[src/rtl/sync_and_filter.sv]
// Input conditioner: multi-flop synchronizer feeding a saturating
// up/down integrator with hysteresis thresholds on the output level.
module sync_and_filter #(
   parameter int unsigned CTR_WIDTH   = 4,
   parameter int unsigned HIGH_THRESH = 12,
   parameter int unsigned LOW_THRESH  = 3,
   parameter int unsigned SYNC_STAGES = 2
) (
   input  logic clk_i,
   input  logic rst_i,
   input  logic async_i,
   output logic clean_out_o
);

   localparam int unsigned CTR_MAX = (1 << CTR_WIDTH) - 1;

   localparam logic [CTR_WIDTH-1:0] HI_T = CTR_WIDTH'(HIGH_THRESH);
   localparam logic [CTR_WIDTH-1:0] LO_T = CTR_WIDTH'(LOW_THRESH);
   localparam logic [CTR_WIDTH-1:0] MAX_T = '1;

   if (SYNC_STAGES < 2) begin : g_bad_sync
      $error("sync_and_filter: SYNC_STAGES must be >= 2");
   end
   if (LOW_THRESH >= HIGH_THRESH) begin : g_bad_order
      $error("sync_and_filter: LOW_THRESH must be < HIGH_THRESH");
   end
   if (HIGH_THRESH > CTR_MAX) begin : g_bad_high
      $error("sync_and_filter: HIGH_THRESH exceeds counter range");
   end

   logic [SYNC_STAGES-1:0] sync_q;
   logic                   sync;
   logic [CTR_WIDTH-1:0]   ctr_q;
   logic [CTR_WIDTH-1:0]   ctr_d;
   logic                   clean_q;
   logic                   clean_d;

   assign sync        = sync_q[SYNC_STAGES-1];
   assign clean_out_o = clean_q;

   // Pure flop chain; stage 0 is the metastability catcher.
   always_ff @(posedge clk_i or posedge rst_i) begin
      if (rst_i) begin
         sync_q <= '0;
      end else begin
         sync_q <= {sync_q[SYNC_STAGES-2:0], async_i};
      end
   end

   always_comb begin
      ctr_d   = ctr_q;
      clean_d = clean_q;
      if (sync && (ctr_q != MAX_T)) begin
         ctr_d = ctr_q + 1'b1;
      end else if (!sync && (ctr_q != '0)) begin
         ctr_d = ctr_q - 1'b1;
      end
      // Between the thresholds the output keeps its last level.
      if (ctr_d >= HI_T) begin
         clean_d = 1'b1;
      end else if (ctr_d <= LO_T) begin
         clean_d = 1'b0;
      end
   end

   always_ff @(posedge clk_i or posedge rst_i) begin
      if (rst_i) begin
         ctr_q   <= '0;
         clean_q <= 1'b0;
      end else begin
         ctr_q   <= ctr_d;
         clean_q <= clean_d;
      end
   end

endmodule

[config.mk]
export PLATFORM = sky130hd
export DESIGN_NAME = sync_and_filter
export DESIGN_NICKNAME = d
export VERILOG_FILES = /design/src/rtl/sync_and_filter.sv
export SDC_FILE = /design/constraint.sdc
export NUM_CORES = 1
export LEC_CHECK = 0
export ABC_AREA = 1
export CORE_AREA = 2 2 39 41
export DETAILED_ROUTE_END_ITERATION = 16
export DIE_AREA = 0 0 41 43
export GPL_ROUTABILITY_DRIVEN = 1
export PLACE_DENSITY_LB_ADDON = 0.12
export REMOVE_ABC_BUFFERS = 1
export SYNTH_ARGS = -nofsm -noshare
export SYNTH_HDL_FRONTEND = slang
export SYNTH_SLANG_ARGS = --single-unit
[constraint.sdc]
create_clock -name clk_i -period 3.5 [get_ports clk_i]
set_input_delay 0.525 -clock clk_i [delete_from_list [all_inputs] [get_ports clk_i]]
set_output_delay 0.525 -clock clk_i [all_outputs]
set_load 0.03 [all_outputs]
After elaboration in Yosys (flattened, before gate mapping). Cells that the tools add are included.

Bits in registers: 7. Bits of input ports: 3. Output and inout port bits: 1. Word-level logic and storage cells: 17.

$add $sub $neg: 2. Magnitude comparators: 2. Equal/unequal tests: 1. Mux-type cells: 4. Reductions and logical operators: 5.

Operators by type and width (number): $mux 4 (2); $add 4x1->4 const B (1); $ge 4x4->1 const B (1); $le 4x2->1 const B (1); $ne 4x4->1 const B (1); $reduce_bool 4->1 (1); $sub 4x1->4 const B (1); $logic_and 1x1->1 (2); $mux 1 (2); $reduce_bool 2->1 (1); $logic_not 1->1 (1).

Longest topological paths before layout. Gate-level depths: netlist of the first run.

Depth after elaboration: 7. Depth in mapped cells: 9. Gate-level depth less buffers: 9.

Worst setup path before layout of the first run. No wires, ideal clock.

Path kind: register -> register. From: reg ctr_q[0]. To: reg clean_q, in the netlist clean_out_o. Setup time: 0.125 ns. Arrival: 1.558 ns. Data required time: 3.375 ns. Path slack: 1.818 ns. Cell stages (with the launch flop): 10. Path buffers: 0. Clock period less this slack: 1.682 ns. Cells stage by stage: dfrtp_1 -> inv_1 -> ha_1 -> nand3_1 -> nand3_1 -> nand2_1 -> nand2_1 -> nand2_1 -> ha_1 -> mux2_2.

Longest elaborated chain between the ends: 6. Elaborated cells on any way between the ends: 12. Those cells by class: add/sub: 2; order compare: 2; eq/ne: 1; mux: 3; reduce/logical: 4.

Ends and longest elaborated chain: from (decl) (line 33) `logic [CTR_WIDTH-1:0] ctr_q;`; from (signal assigned) (line 71) `ctr_q <= ctr_d;`; branches (longest 3 deep; another with $sub 4x1->4); $mux 4 (*) (line 53) `if (sync && (ctr_q != MAX_T)) begin`; named net ctr_d[2] (line 34) `logic [CTR_WIDTH-1:0] ctr_d;`; $ge 4x4->1 or $le 4x2->1 (tied branches) (line 59, 61); $mux 1 or $reduce_bool 2->1 (tied branches); to (signal assigned) (line 72) `clean_q <= clean_d;`; to (decl) (line 35) `logic clean_q;`.

Mark *: on every way through the listed nets, which the timed path passes. A chain may end at the register's enable or synchronous reset.

Worst setup path in the final report of the first run. Ends and elaborated chain as after synthesis.

==> results of run 1 <==
worst max-delay path, delay by kind of cell, from the launching register on:
family,cells,cell delay (ps)
fa+ha+maj,2,480
flops,1,410
simple gates,5,380
mux,1,320
buf+inv,1,120
logic make-up after synthesis:
logic type,Yosys count,synth area share (%)
adder cells (fa/ha/maj),3,9.97
AO/OA/AOI/OAI,1,2.33
flip-flops,7,46.5
multiplexers,1,2.99
buffers and inverters,7,6.98
AND/OR/NAND/NOR,28,31.2
synth_stat cells:
master	count	area, um^2
sky130_fd_sc_hd__mux2_2	1	11.3
sky130_fd_sc_hd__o21ai_2	1	8.76
sky130_fd_sc_hd__nand2_1	17	63.8
sky130_fd_sc_hd__nor2_1	2	7.51
sky130_fd_sc_hd__ha_1	3	37.5
sky130_fd_sc_hd__inv_2	1	3.75
sky130_fd_sc_hd__nand3_1	8	40.0
sky130_fd_sc_hd__nand4_1	1	6.26
sky130_fd_sc_hd__inv_1	6	22.5
sky130_fd_sc_hd__dfrtp_1	7	175
layout make-up:
type                            instances  share of cell area, %
Tap cell                               16                   4.42
Multi-Input combinational cell         33                   38.7
Clock buffer                            4                   5.80
Sequential cell                         7                   38.7
Inverter                                7                   5.80
Timing Repair Buffer                    3                   6.63
power breakdown:
group	internal (uW)	leakage (uW)	switching (uW)
clock	43.3	0.0000150	26.8
sequential	110	0.0000839	25.2
combinational	75.6	0.000152	99.5
total	229	0.000251	151
final timing paths:
kind / end / cells past startpoint / start / slack [ps]
hold reg to reg: sync_q[1]$_DFF_PP0_ / 0 / sync_q[0]$_DFF_PP0_ / 350
min in group asynchronous: ctr_q[2]$_DFF_PP0_ / 2 / rst_i / 530
setup reg to reg: clean_out_o$_DFFE_PP0P_ / 9 / ctr_q[0]$_DFF_PP0_ / 1670
hold / removal: sync_q[1]$_DFF_PP0_ / 0 / sync_q[0]$_DFF_PP0_ / 350
max in group asynchronous: sync_q[1]$_DFF_PP0_ / 2 / rst_i / 2770
setup / recovery: clean_out_o$_DFFE_PP0P_ / 9 / ctr_q[0]$_DFF_PP0_ / 1670
metal layers:
| layer | up-vias | part of all wire [%] |
|---|---|---|
| met5 | - | 0 |
| met3 | 0 | 2.3 |
| li1 | 164 | - |
| met1 | 128 | 51 |
| met4 | 0 | 0 |
| met2 | 2 | 46 |
metrics by stage:
stage / hold WS (ps) / cells / area (um^2) / util [%]
2_1_floorplan: 328 / 47 / 377 / -
3_3_place_gp: 336 / 66 / 427 / 30.8
3_5_place_dp: 337 / 66 / 427 / 30.8
4_1_cts: 349 / 70 / 453 / 32.7
5_1_grt: 366 / 70 / 453 / 32.7
6_report: 352 / 70 / 453 / 32.7
==> report_table.html, run 1 <==
<table>
<tr><th>Metric</th><th>Value</th></tr>
<tr><th colspan="2">GRT</th></tr>
<tr><td>Vias in the first global route</td><td>315</td></tr>
<tr><td>Met2 Usage GRT</td><td>13.1%</td></tr>
<tr><td>GRT met1 Usage</td><td>14.8%</td></tr>
<tr><td>Met3 layer usage reported by global route</td><td>under 10%</td></tr>
<tr><td>Highest-utilization routing layer at the global route stage</td><td>met1</td></tr>
<tr><td>GR Overflow Total</td><td>0</td></tr>
<tr><td>Aggregate global-route resource usage</td><td>10.6%</td></tr>
<tr><td>Largest net degree at the start of global routing</td><td>8</td></tr>
<tr><td>Wire length of the first global-routing pass</td><td>1.24 mm</td></tr>
<tr><td>Antenna violations before repair</td><td>0</td></tr>
<tr><th colspan="2">CTS</th></tr>
<tr><td>Hold buffer count at cts</td><td>0</td></tr>
<tr><td>CTS tree</td><td>built</td></tr>
<tr><td>Clock latency of the later-clocked register in the worst-skew pair</td><td>240 ps</td></tr>
<tr><td>Gates resized, CTS repair</td><td>0</td></tr>
<tr><td>Number of buffers inserted by post-CTS setup repair</td><td>0</td></tr>
<tr><td>H-Tree Depth</td><td>1</td></tr>
<tr><td>Clk buf depth</td><td>2</td></tr>
<tr><td>Number of CTS-inserted buffers</td><td>3</td></tr>
<tr><td>CTS Root Buffer Type</td><td>sky130_fd_sc_hd__clkbuf_4</td></tr>
<tr><td>Clock sinks</td><td>7</td></tr>
<tr><td>Clock-pin slew reported for the worst setup and hold paths after clock tree synthesis</td><td>around 50 ps</td></tr>
<tr><th colspan="2">Setup path</th></tr>
<tr><td>Data required time at the worst endpoint</td><td>3630 ps</td></tr>
<tr><td>Worst-path maximum fanout</td><td>4</td></tr>
<tr><td>Cell Chain, Critical Path</td><td>inv_1 &gt; ha_1 &gt; nand3_1 &gt; nand3_1 &gt; nand2_1 &gt; nand2_1 &gt; nand2_1 &gt; ha_1 &gt; mux2_2</td></tr>
<tr><td>Sort of element at the end of the critical path</td><td>register</td></tr>
<tr><td>Arrival time at the worst endpoint</td><td>1950 ps</td></tr>
<tr><td>Most numerous cell on the critical path</td><td>sky130_fd_sc_hd__nand2_1</td></tr>
<tr><td>Setup Crit Path Kind</td><td>reg -&gt; reg</td></tr>
<tr><td>Critical path's slowest cell</td><td>sky130_fd_sc_hd__dfrtp_1</td></tr>
<tr><td>Longest individual stage delay on the worst path</td><td>410 ps</td></tr>
<tr><td>Launching element type of the critical path</td><td>register</td></tr>
<tr><th colspan="2">Placed design</th></tr>
<tr><td>PortBufs</td><td>3</td></tr>
<tr><td>Weighted congestion at the end of routability-driven global placement</td><td>0.699</td></tr>
<tr><td>Post-DP HPWL</td><td>roughly 480 um</td></tr>
<tr><td>Post-Place Setup Slack</td><td>1670 ps</td></tr>
<tr><th colspan="2">Layout</th></tr>
<tr><td>P&amp;R area growth vs syn</td><td>20.3%</td></tr>
<tr><td>Fraction of final layout cells with drive strength greater than 1</td><td>11.1%</td></tr>
<tr><td>Number of diodes</td><td>0</td></tr>
<tr><td>Area of the multi-input gates</td><td>175 um^2</td></tr>
<tr><td>Storage cell area</td><td>175 um^2</td></tr>
<tr><td>Highest-count cells in the layout ignoring fill and taps</td><td>sky130_fd_sc_hd__nand2_1, sky130_fd_sc_hd__nand3_1, sky130_fd_sc_hd__dfrtp_1</td></tr>
<tr><td>Filler instances</td><td>142</td></tr>
<tr><td>Most common library cell in the layout ignoring fill and taps</td><td>sky130_fd_sc_hd__nand2_1</td></tr>
<tr><td>Final nets</td><td>61</td></tr>
<tr><th colspan="2">Timing</th></tr>
<tr><td>Setup repair after global routing missed its margin</td><td>false</td></tr>
<tr><td>Measured slew at the worst slew-check pin</td><td>301 ps</td></tr>
<tr><td>Period utilisation layout</td><td>52.3%</td></tr>
<tr><td>Number of pins exceeding their max-slew limit in the final report</td><td>0</td></tr>
<tr><td>Final hold violation count</td><td>0</td></tr>
<tr><td>Setup TNS Final</td><td>0 ps</td></tr>
<tr><td>Maximum clock frequency</td><td>around 550 MHz</td></tr>
<tr><td>Minimum setup slack in the final design</td><td>around 1700 ps</td></tr>
<tr><td>Clock period minus worst slack</td><td>1830 ps</td></tr>
<tr><td>Number of setup violations in the final report</td><td>0</td></tr>
<tr><td>Relative slew margins</td><td>79.9%</td></tr>
<tr><td>Fin Clk Skew</td><td>1.21 ps</td></tr>
<tr><th colspan="2">Yosys</th></tr>
<tr><td>Share of the yosys chip area belonging to registers</td><td>roughly 47%</td></tr>
<tr><td>FF+latch count, synth</td><td>7</td></tr>
<tr><td>Synthesized instance count</td><td>47</td></tr>
<tr><td>Post-Syn Area per Cell</td><td>8.01 um^2</td></tr>
<tr><td>Count of unique library cells instantiated by Yosys</td><td>10</td></tr>
<tr><td>Area of the mapped netlist</td><td>around 380 um^2</td></tr>
<tr><td>Warnings from Yosys</td><td>0</td></tr>
<tr><th colspan="2">Route</th></tr>
<tr><td>Vias per Instance</td><td>between 4 and 5</td></tr>
<tr><td>Via count</td><td>294</td></tr>
<tr><td>Number of iterations in the first detailed-routing pass</td><td>2</td></tr>
<tr><td>Remaining design rule violation count</td><td>0</td></tr>
<tr><td>Drt first-iter violations</td><td>5</td></tr>
<tr><td>Final ANT Viol Nets</td><td>0</td></tr>
<tr><td>Avg WL per Cell</td><td>between 8 and 9 um</td></tr>
<tr><td>Overall routed net length</td><td>609 um</td></tr>
<tr><th colspan="2">Die</th></tr>
<tr><td>Starting density of the core</td><td>27.2%</td></tr>
<tr><td>Floorplan die height</td><td>43 um</td></tr>
<tr><td>Die extent in x</td><td>41 um</td></tr>
<tr><td>Total number of placement rows</td><td>14</td></tr>
<tr><td>Core outline area</td><td>1380 um^2</td></tr>
<tr><td>Die footprint</td><td>1760 um^2</td></tr>
<tr><td># IOs</td><td>4</td></tr>
<tr><th colspan="2">Power</th></tr>
<tr><td>Design Power</td><td>380 uW</td></tr>
<tr><td>Peak supply drop</td><td>221 uV</td></tr>
<tr><td>Leak pwr</td><td>between 0.0002 and 0.0003 uW</td></tr>
<tr><td>Areal power density over the cells</td><td>between 800 and 900 nW/um^2</td></tr>
<tr><th colspan="2">Flow run</th></tr>
<tr><td>Max-cap violation count</td><td>0</td></tr>
<tr><th colspan="2">Hold path</th></tr>
<tr><td>HP Class</td><td>reg -&gt; reg</td></tr>
<tr><th colspan="2">Run status</th></tr>
<tr><td>Result of the run</td><td>complete, no violations</td></tr>
</table>
(Power assumes the default switching activity.)
==> run 2: changes to the inputs <==
==> constraint.sdc (replaced) <==
create_clock -name clk_i -period 1.8 [get_ports clk_i]
set_input_delay 0.27 -clock clk_i [delete_from_list [all_inputs] [get_ports clk_i]]
set_output_delay 0.27 -clock clk_i [all_outputs]
set_load 0.03 [all_outputs]
==> run 2 against run 1 <==
Net effect:
- final cell count is 5.7% higher
- clock power is 95% higher
- via count is 6.5% higher
- largest power group unchanged
==> report_table.html, run 2 (same netlist as run 1, synthesis figures left out) <==
<table>
<tr><th>Metric</th><th>Value</th></tr>
<tr><th colspan="2">Run status</th></tr>
<tr><td>Result of the run</td><td>complete, no violations</td></tr>
<tr><th colspan="2">Timing</th></tr>
<tr><td>Minimum setup slack in the final design</td><td>73.6 ps (-1600 ps)</td></tr>
<tr><td>Fin Clk Skew</td><td>1.55 ps (+0.336 ps)</td></tr>
<tr><td>Clock period minus worst slack</td><td>1730 ps (-103 ps)</td></tr>
<tr><td>Maximum clock frequency</td><td>579 MHz (+5.9%)</td></tr>
<tr><td>Final hold violation count</td><td>0 (unchanged)</td></tr>
<tr><td>Relative slew margins</td><td>79.7% (-0.20 points)</td></tr>
<tr><td>Setup repair after global routing missed its margin</td><td>false</td></tr>
<tr><td>Period utilisation layout</td><td>95.9% (+44 points)</td></tr>
<tr><td>Measured slew at the worst slew-check pin</td><td>304 ps (+3.00 ps)</td></tr>
<tr><td>Number of pins exceeding their max-slew limit in the final report</td><td>0 (unchanged)</td></tr>
<tr><td>Setup TNS Final</td><td>0 ps (unchanged)</td></tr>
<tr><td>Number of setup violations in the final report</td><td>0 (unchanged)</td></tr>
<tr><th colspan="2">CTS</th></tr>
<tr><td>Hold buffer count at cts</td><td>0 (unchanged)</td></tr>
<tr><td>CTS Root Buffer Type</td><td>sky130_fd_sc_hd__clkbuf_4</td></tr>
<tr><td>Clk buf depth</td><td>2 (unchanged)</td></tr>
<tr><td>H-Tree Depth</td><td>1 (unchanged)</td></tr>
<tr><td>Number of CTS-inserted buffers</td><td>3 (unchanged)</td></tr>
<tr><td>Clock sinks</td><td>7 (unchanged)</td></tr>
<tr><td>CTS tree</td><td>built</td></tr>
<tr><td>Clock latency of the later-clocked register in the worst-skew pair</td><td>240 ps (about the same)</td></tr>
<tr><td>Clock-pin slew reported for the worst setup and hold paths after clock tree synthesis</td><td>50 ps (about the same)</td></tr>
<tr><th colspan="2">Layout</th></tr>
<tr><td>Most common library cell in the layout ignoring fill and taps</td><td>sky130_fd_sc_hd__nand2_1</td></tr>
<tr><td>Highest-count cells in the layout ignoring fill and taps</td><td>sky130_fd_sc_hd__nand2_1, sky130_fd_sc_hd__dfrtp_1, sky130_fd_sc_hd__nand3_1</td></tr>
<tr><td>Fraction of final layout cells with drive strength greater than 1</td><td>29.3% (+18 points)</td></tr>
<tr><td>Core Util, Final</td><td>37.1% (+4.3 points)</td></tr>
<tr><td>Final nets</td><td>65 (+6.6%)</td></tr>
<tr><td>P&amp;R area growth vs syn</td><td>36.2%</td></tr>
<tr><td>Number of diodes</td><td>0 (unchanged)</td></tr>
<tr><th colspan="2">Route</th></tr>
<tr><td>Avg WL per Cell</td><td>9.28 um (+6.7%)</td></tr>
<tr><td>Final ANT Viol Nets</td><td>0 (unchanged)</td></tr>
<tr><td>Number of iterations in the first detailed-routing pass</td><td>4 (+2)</td></tr>
<tr><td>Via count</td><td>313 (+6.5%)</td></tr>
<tr><td>Drt first-iter violations</td><td>7 (+2)</td></tr>
<tr><td>Vias per Instance</td><td>4.23 (+0.71%)</td></tr>
<tr><td>Remaining design rule violation count</td><td>0 (unchanged)</td></tr>
<tr><td>Overall routed net length</td><td>687 um (+13%)</td></tr>
<tr><th colspan="2">Setup path</th></tr>
<tr><td>Data required time at the worst endpoint</td><td>1930 ps (-1700 ps)</td></tr>
<tr><td>Longest individual stage delay on the worst path</td><td>410 ps (about the same)</td></tr>
<tr><td>Setup Crit Path Kind</td><td>reg -&gt; reg</td></tr>
<tr><td>Worst-path maximum fanout</td><td>4 (unchanged)</td></tr>
<tr><td>Launching element type of the critical path</td><td>register</td></tr>
<tr><td>Sort of element at the end of the critical path</td><td>register</td></tr>
<tr><td>Critical path's slowest cell</td><td>sky130_fd_sc_hd__dfrtp_1</td></tr>
<tr><td>Path length in cells of the critical path</td><td>7 (-2)</td></tr>
<tr><td>Kind of cell adding the most delay to the critical path</td><td>adder cells</td></tr>
<tr><td>Cell count of the worst reg-to-reg path</td><td>7 (-2)</td></tr>
<tr><td>Cell Chain, Critical Path</td><td>ha_1 &gt; nand3_2 &gt; nand3_1 &gt; nand3_1 &gt; nand2_2 &gt; ha_1 &gt; mux2_2</td></tr>
<tr><td>Arrival time at the worst endpoint</td><td>1860 ps (-90 ps)</td></tr>
<tr><td>CP bufs+invs</td><td>0 (-1)</td></tr>
<tr><th colspan="2">Flow run</th></tr>
<tr><td>Max-cap violation count</td><td>0 (unchanged)</td></tr>
<tr><th colspan="2">Hold path</th></tr>
<tr><td>HP Class</td><td>in -&gt; async</td></tr>
<tr><th colspan="2">Die</th></tr>
<tr><td>Floorplan die height</td><td>43 um (unchanged)</td></tr>
<tr><td>Starting density of the core</td><td>27.2% (unchanged)</td></tr>
<tr><td># IOs</td><td>4 (unchanged)</td></tr>
<tr><td>Die extent in x</td><td>41 um (unchanged)</td></tr>
<tr><td>Core outline area</td><td>1380 um^2 (unchanged)</td></tr>
<tr><td>Total number of placement rows</td><td>14 (unchanged)</td></tr>
<tr><td>Die footprint</td><td>1760 um^2 (unchanged)</td></tr>
<tr><th colspan="2">GRT</th></tr>
<tr><td>Wire length of the first global-routing pass</td><td>1.10 mm (-11%)</td></tr>
<tr><td>Aggregate global-route resource usage</td><td>9.86% (-0.73 points)</td></tr>
<tr><td>Largest net degree at the start of global routing</td><td>8 (unchanged)</td></tr>
<tr><td>Antenna violations before repair</td><td>0 (unchanged)</td></tr>
<tr><td>GR Overflow Total</td><td>0 (unchanged)</td></tr>
<tr><td>Vias in the first global route</td><td>295 (-6.3%)</td></tr>
<tr><th colspan="2">Power</th></tr>
<tr><td>Peak supply drop</td><td>416 uV (+89%)</td></tr>
<tr><td>Leak pwr</td><td>0.000269 uW (+7.3%)</td></tr>
<tr><td>Areal power density over the cells</td><td>1720 nW/um^2 (+100%)</td></tr>
<tr><th colspan="2">Placed design</th></tr>
<tr><td>PortBufs</td><td>3 (unchanged)</td></tr>
<tr><td>Weighted congestion at the end of routability-driven global placement</td><td>0.702 (+0.47%)</td></tr>
<tr><td>Post-DP HPWL</td><td>523 um (+8.7%)</td></tr>
<tr><td>Post-Place Setup Slack</td><td>3.48 ps (-1660 ps)</td></tr>
</table>
## run 2: changes by cell type in the layout (fill, tap and decap cells not counted), sizes merged
cell,delta
buf,+4
## run 2: area by class of cell
type	count	area, um^2
Clock buffer	4	26.3
Fill cell	138	871
Inverter	7	26.3
Multi-Input combinational cell	33	205
Sequential cell	7	175
Tap cell	16	20.0
Timing Repair Buffer	7	60.1
## run 2: stage by stage
step	std cells	power, uW	cell area [um^2]	hold WS, ps
after floorplan	47	536	377	73.4
after global placement	69	675	449	334
after detailed placement	69	671	449	338
after CTS	74	842	485	241
after global routing	74	970	513	262
final	74	881	513	248
## run 2: path summary, 6_finish.rpt
check / start / endpoint / slack (ps)
setup / recovery: ctr_q[0]$_DFF_PP0_ / clean_out_o$_DFFE_PP0P_ / 70
hold / removal: rst_i / ctr_q[2]$_DFF_PP0_ / 250
setup reg to reg: ctr_q[0]$_DFF_PP0_ / clean_out_o$_DFFE_PP0P_ / 70
hold reg to reg: sync_q[0]$_DFF_PP0_ / sync_q[1]$_DFF_PP0_ / 350
max in group asynchronous: rst_i / async pin / 1350
min in group clk_i: sync_q[0]$_DFF_PP0_ / sync_q[1]$_DFF_PP0_ / 350
## run 2: timing repair
item / 4_1_cts / 5_1_grt
setup buffers: 1 / 0
gates resized for setup: 1 / 7
endpoints found under the setup margin: 1 / 1
pin swaps: 0 / 2
## run 2: metal layers
metal	global-route usage, %	share of wire, %
met5	0	0
met4	2.00	0
met3	7.85	4.2
met2	14.1	47
met1	11.4	48
## run 2: where the power goes
part	total [uW]	switching (uW)	internal, uW
Sequential	270	55.6	214
Clock	137	52.6	84.2
Combinational	474	240	233
==> run 3: changes to the inputs <==
--- a/config.mk
+++ b/config.mk
@@ -6,12 +6,14 @@
 export NUM_CORES = 1
 export LEC_CHECK = 0
 export ABC_AREA = 1
+export CAP_MARGIN = 40
 export CORE_AREA = 2 2 39 41
 export DETAILED_ROUTE_END_ITERATION = 16
 export DIE_AREA = 0 0 41 43
 export GPL_ROUTABILITY_DRIVEN = 1
 export PLACE_DENSITY_LB_ADDON = 0.12
 export REMOVE_ABC_BUFFERS = 1
+export SLEW_MARGIN = 20
 export SYNTH_ARGS = -nofsm -noshare
 export SYNTH_HDL_FRONTEND = slang
 export SYNTH_SLANG_ARGS = --single-unit
==> results of run 3 <==
Final layout, timing and power as in run 2 (identical DEF).
